[src/rtl/uart_tx_arbiter.sv]
// ---------------------------------------------------------------------------
// uart_tx_arbiter
//
// Shares one 8N1 UART transmitter between NREQ byte producers. A byte is
// accepted from one requester at a time (round robin, scanning upward from
// the requester after the last owner), handed to the transmitter through
// tx_byte/tx_send, and the frame is tracked through the transmitter's
// tx_done level. A watchdog abandons a frame the transmitter never finishes.
//
// Parameters
//   NREQ     number of requesters (2..8)
//   TIMEOUT  hwclk cycles allowed from start of send to frame done
//
// Ports
//   hwclk        in   system clock, all state on its rising edge
//   rst_n        in   asynchronous active-low reset
//   req_valid    in   [NREQ]    requester i has a byte pending
//   req_data     in   [8*NREQ]  byte of requester i in bits [8i+7:8i]
//   req_ready    out  [NREQ]    one-cycle pulse: requester i's byte latched
//   tx_byte      out  [8]       byte to the transmitter
//   tx_send      out            send request to the transmitter
//   tx_done      in             transmitter idle/done level (other domain)
//   grant        out  [NREQ]    one-hot owner of the current frame
//   busy         out            a frame is being sequenced
//   timeout_err  out            sticky watchdog flag, cleared by reset only
// ---------------------------------------------------------------------------
module uart_tx_arbiter #(
    parameter int NREQ    = 4,
    parameter int TIMEOUT = 20000
) (
    input  logic                hwclk,
    input  logic                rst_n,
    input  logic [NREQ-1:0]     req_valid,
    input  logic [8*NREQ-1:0]   req_data,
    output logic [NREQ-1:0]     req_ready,
    output logic [7:0]          tx_byte,
    output logic                tx_send,
    input  logic                tx_done,
    output logic [NREQ-1:0]     grant,
    output logic                busy,
    output logic                timeout_err
);

    localparam int PW = $clog2(NREQ);
    localparam int WW = $clog2(TIMEOUT + 1);

    localparam logic [1:0] ST_IDLE      = 2'd0;
    localparam logic [1:0] ST_SEND      = 2'd1;
    localparam logic [1:0] ST_WAIT_DONE = 2'd2;

    localparam logic [WW-1:0] WDOG_LIMIT = WW'(TIMEOUT);

    logic [1:0]      state_q, state_d;
    logic [PW-1:0]   ptr_q, ptr_d;
    logic [PW-1:0]   owner_q, owner_d;
    logic [WW-1:0]   wdog_q, wdog_d;
    logic            done_meta_q, done_meta_d;
    logic            done_s_q, done_s_d;
    logic [NREQ-1:0] req_ready_q, req_ready_d;
    logic [7:0]      tx_byte_q, tx_byte_d;
    logic            tx_send_q, tx_send_d;
    logic [NREQ-1:0] grant_q, grant_d;
    logic            busy_q, busy_d;
    logic            err_q, err_d;

    // Candidate gi is the requester gi places above the pointer (mod NREQ).
    // The lowest-offset candidate with valid set wins.
    logic [PW-1:0]   cand_idx [NREQ];
    logic [NREQ-1:0] cand_hit;

    for (genvar gi = 0; gi < NREQ; gi++) begin : g_cand
        logic [PW:0] sum;
        assign sum           = {1'b0, ptr_q} + (PW+1)'(gi);
        assign cand_idx[gi]  = (sum >= (PW+1)'(NREQ)) ? PW'(sum - (PW+1)'(NREQ))
                                                      : sum[PW-1:0];
        assign cand_hit[gi]  = req_valid[cand_idx[gi]];
    end

    logic          sel_found;
    logic [PW-1:0] sel_idx;

    always_comb begin
        sel_found = 1'b0;
        sel_idx   = '0;
        // Descending scan so the smallest offset is the last (winning) write.
        for (int k = NREQ - 1; k >= 0; k--) begin
            if (cand_hit[k]) begin
                sel_found = 1'b1;
                sel_idx   = cand_idx[k];
            end
        end
    end

    logic [PW-1:0] next_ptr;
    assign next_ptr = (owner_q == PW'(NREQ - 1)) ? '0 : owner_q + 1'b1;

    always_comb begin
        done_meta_d = tx_done;
        done_s_d    = done_meta_q;

        state_d     = state_q;
        ptr_d       = ptr_q;
        owner_d     = owner_q;
        wdog_d      = wdog_q;
        req_ready_d = '0;
        tx_byte_d   = tx_byte_q;
        tx_send_d   = tx_send_q;
        grant_d     = grant_q;
        busy_d      = busy_q;
        err_d       = err_q;

        case (state_q)
            ST_IDLE: begin
                if (sel_found) begin
                    owner_d     = sel_idx;
                    tx_byte_d   = req_data[{sel_idx, 3'b000} +: 8];
                    req_ready_d = NREQ'(1) << sel_idx;
                    grant_d     = NREQ'(1) << sel_idx;
                    busy_d      = 1'b1;
                    tx_send_d   = 1'b1;
                    wdog_d      = '0;
                    state_d     = ST_SEND;
                end
            end
            ST_SEND, ST_WAIT_DONE: begin
                if (wdog_q == WDOG_LIMIT) begin
                    // Transmitter never finished: drop the byte, move on.
                    err_d     = 1'b1;
                    tx_send_d = 1'b0;
                    grant_d   = '0;
                    busy_d    = 1'b0;
                    ptr_d     = next_ptr;
                    state_d   = ST_IDLE;
                end else begin
                    wdog_d = wdog_q + 1'b1;
                    if (state_q == ST_SEND && !done_s_q) begin
                        // Transmitter has started the frame.
                        tx_send_d = 1'b0;
                        state_d   = ST_WAIT_DONE;
                    end else if (state_q == ST_WAIT_DONE && done_s_q) begin
                        grant_d = '0;
                        busy_d  = 1'b0;
                        ptr_d   = next_ptr;
                        state_d = ST_IDLE;
                    end
                end
            end
            default: begin
                tx_send_d = 1'b0;
                grant_d   = '0;
                busy_d    = 1'b0;
                state_d   = ST_IDLE;
            end
        endcase
    end

    // tx_done comes from the baud-clock domain: two-flop synchronizer,
    // reset to the transmitter's idle level.
    always_ff @(posedge hwclk or negedge rst_n) begin
        if (!rst_n) begin
            done_meta_q <= 1'b1;
            done_s_q    <= 1'b1;
        end else begin
            done_meta_q <= done_meta_d;
            done_s_q    <= done_s_d;
        end
    end

    always_ff @(posedge hwclk or negedge rst_n) begin
        if (!rst_n) begin
            state_q     <= ST_IDLE;
            ptr_q       <= '0;
            owner_q     <= '0;
            wdog_q      <= '0;
            req_ready_q <= '0;
            tx_byte_q   <= 8'h00;
            tx_send_q   <= 1'b0;
            grant_q     <= '0;
            busy_q      <= 1'b0;
            err_q       <= 1'b0;
        end else begin
            state_q     <= state_d;
            ptr_q       <= ptr_d;
            owner_q     <= owner_d;
            wdog_q      <= wdog_d;
            req_ready_q <= req_ready_d;
            tx_byte_q   <= tx_byte_d;
            tx_send_q   <= tx_send_d;
            grant_q     <= grant_d;
            busy_q      <= busy_d;
            err_q       <= err_d;
        end
    end

    assign req_ready   = req_ready_q;
    assign tx_byte     = tx_byte_q;
    assign tx_send     = tx_send_q;
    assign grant       = grant_q;
    assign busy        = busy_q;
    assign timeout_err = err_q;

endmodule

[config.mk]
export PLATFORM = sky130hd
export DESIGN_NAME = uart_tx_arbiter
export DESIGN_NICKNAME = d
export VERILOG_FILES = /design/src/rtl/uart_tx_arbiter.sv
export SDC_FILE = /design/constraint.sdc
export NUM_CORES = 1
export LEC_CHECK = 0
export BUFFER_PORTS_ARGS = -buffer_cell sky130_fd_sc_hd__buf_2
export CORE_UTILIZATION = 45
export CTS_CLUSTER_SIZE = 20
export DETAILED_ROUTE_END_ITERATION = 8
export HOLD_SLACK_MARGIN = 0.15
export PLACE_DENSITY = 0.8
export SYNTH_ARGS = -nofsm -noshare
export SYNTH_HDL_FRONTEND = slang
export SYNTH_SLANG_ARGS = --single-unit
[constraint.sdc]
create_clock -name hwclk -period 2.7 [get_ports hwclk]
set_input_delay 0.135 -clock hwclk [delete_from_list [all_inputs] [get_ports hwclk]]
set_output_delay 0.135 -clock hwclk [all_outputs]
set_load 0.01 [all_outputs]
==> impl_metrics.tcl <==
set metrics [dict create \
    path_clk_slew_ns 0.09 \
    io_pins 58 \
    setup-violations-final 0 \
    synthCells 229 \
    rsz0062_at_grt "false" \
    drt_iter0_drc 81 \
    fmaxAchievable_mhz 414.8 \
    final_common_cell "buf_2" \
    ant_nets 0 \
    grt_use_total 0.2246 \
    final_nets 346 \
    core_area_mm2 0.004786 \
    viasPerCell 5.364 \
    ys_seq_area_frac 0.4673 \
    cap_violations 0 \
    synth_seq_cells 42 \
    power_density_mw_per_mm2 996.2 \
    antenna_cells 0 \
    firstDrtPassIters 4 \
    syn_to_final_growth_pct 27.69 \
    setup_tns_ns 0 \
    status "finished clean" \
    placed_cell_area_mm2 0.002639 \
    pwr-share-seq 0.329 \
    synthArstFlopShare 1.000 \
    sw_frac_of_total 0.3990 \
    regToRegSetupSlack_ns 0.29 \
    final_area_mm2 0.002879 \
    worstSetupPathType "flip-flop to flip-flop" \
    skew_ns 0.008787 \
    synth_nets 275 \
    grt_pass1_vias 2025 \
    arrival_ns 2.57 \
    dpl.hpwl_um 3618 \
    synth_flop_cell "dfrtp_1" \
    layout_common_cells "buf_2 (57), dfrtp_1 (40), nor2_1 (24)" \
    pwr-share-clk 0.212 \
    clk_latency_ns 0.30 \
    cp-start-kind "flip-flop" \
    hold-worst-slack_ns 0.1644 \
    antenna_found_initial 0 \
    grt_max_degree 43 \
    routed_wirelength_um 5350 \
    p_leak_nw 1.432 \
    final_min_period_over_clock_period 0.8929 \
    ys_types 46 \
    overflow 0 \
    crit_required_ns 2.86 \
    power_switching_w 0.001144 \
    p_comb_frac 0.459 \
    critPathCaptureType "flip-flop" \
    cts_inserted_buffers 5 \
    rows 25 \
    route.detailed.drc 0 \
    start_util 0.4711 \
    worst-slew-pin-transition_ns 0.9502 \
    syn_area_per_cell_um2 9.846 \
    syn_area_mm2 0.002255 \
    hold_violations 0 \
    gp_congestion 0.7806 \
    root_buffer "clkbuf_8" \
    cts_sinks 42 \
    cp_max_fo 18 \
    cts_max_path_buffers 2 \
    cts_setup_buffers 0 \
    h-tree-depth 2 \
    final_max_slew_viol_count 0 \
    p_total_w 0.002868 \
    die_area_mm2 0.005298 \
    routed-via-count 1974 \
    die_w_um 72.79 \
    die_h_um 72.79 \
    relSlewSlack 0.3666 \
    tritoncts "yes" \
    fillerInstances 412 \
    hp-class "input pin to flip-flop" \
    wl_per_cell_um 14.54 \
    layout-drive-gt1-share 0.2791 \
    internal_power_w 0.001724 \
    grt_pass1_wl_um 9073 \
    port_buffers 57 \
    min_period_ns 2.411 \
    irDropWorstVdd_uv 464.2 \
    yosysWarnings 0 \
    synth_edf_count 0 \
]
-- power by group through the flow --
stage | logic, W | registers, W | clock network (W)
2_1_floorplan | 0.000802 | 0.000994 | 0
3_3_place_gp | 0.00124 | 0.000954 | 0
3_5_place_dp | 0.00128 | 0.000954 | 0
4_1_cts | 0.00131 | 0.000946 | 0.000618
5_1_grt | 0.00147 | 0.000972 | 0.000642
6_report | 0.00132 | 0.000945 | 0.000607
-- area by class of cell --
type	instances	area, um^2	area share
clock inverters	3	68.82	0.02390
inverters	8	30.03	0.01043
repair buffers	74	437.9	0.1521
well taps	67	83.83	0.02912
multi-input cells	169	1136	0.3946
clock buffers	5	68.82	0.02390
flip-flops and latches	42	1054	0.3659
-- path summary, 6_finish.rpt --
path	to	from	depth (start not counted)
min in group asynchronous	wdog_q[1]	rst_n	2
max in group asynchronous	wdog_q[9]	rst_n	2
min	tx_byte[7]	req_data[7]	3
max reg2reg	tx_byte[3]	ptr_q[1]	6
max	tx_byte[3]	ptr_q[1]	6
min reg2reg	done_s_q	done_meta_q	0
-- flip-flops by register name, summed over array words and instances (netlist names) --
register,cells
tx_send,1
state_q,2
done_meta_q,1
wdog_q,15
req_ready,4
tx_byte,8
grant,4
done_s_q,1
busy,1
timeout_err,1
owner_q,2
ptr_q,2
-- critical path, stage by stage (launching register included) --
cell and delay [ns]:
dfrtp_1 0.44, nand2b_1 0.17, a21o_1 0.31, nand2_2 0.39
mux2i_1 0.23, dlygate4sd3_1 0.60, o211ai_1 0.12
-- cell usage after synthesis (all sizes together) (2+ instances only) --
cell	count	area [um^2]
dfrtp	40	1001
nor2	24	90.09
nand2	22	82.58
and3	14	88.84
a211oi	11	82.58
o21ai	11	55.05
clkbuf	9	33.78
xor2	9	78.83
inv	8	30.03
mux2i	8	80.08
nand3	8	45.04
ha	7	87.58
a21o	4	30.03
and2	4	25.03
xnor2	4	35.03
a2111oi	3	33.78
a21boi	3	22.52
a21oi	3	15.01
nand2b	3	18.77
nor3	3	15.01
nor4	3	33.78
o211ai	3	22.52
a22o	2	17.52
a32o	2	20.02
and3b	2	17.52
dfstp	2	52.55
nand4	2	12.51
nor2b	2	12.51
o2bb2ai	2	17.52
or2	2	12.52
or4	2	22.52
-- cells by family after synthesis --
group                      count (synthesis)  share of synthesized area
AOI/OAI and AO/OA                         47                     0.1504
adders and majority gates                  7                    0.03884
xor gates and xnor gates                  13                    0.05050
DFF                                       42                     0.4673
and+or+nand+nor                           93                     0.2209
buffers and inverters                     18                    0.02996
muxes                                      9                    0.04217
-- layer usage --
metal,track usage,wire length [um],up-vias
met4,0.08497,106,0
met3,0.05387,290,12
met2,0.4081,2800,56
met1,0.2545,2152,951
li1,-,-,955
met5,0,0,-
-- repair_timing --
action | 4_1_cts | 5_1_grt
gates resized for setup | 0 | 1
endpoints found under the setup margin | 0 | 3
hold buffers | 10 | 0
hold endpoints to repair | 46 | 0
-- metrics by stage --
stage	util	instances	setup slack, ns
global route	0.6016	368	0.1329
floorplan	-	229	0.5932
detailed placement	0.5514	350	0.5222
finish	0.6016	368	0.2892
CTS	0.6010	368	0.1555
global placement	0.5514	350	0.5632
(Power assumes the default switching activity.)
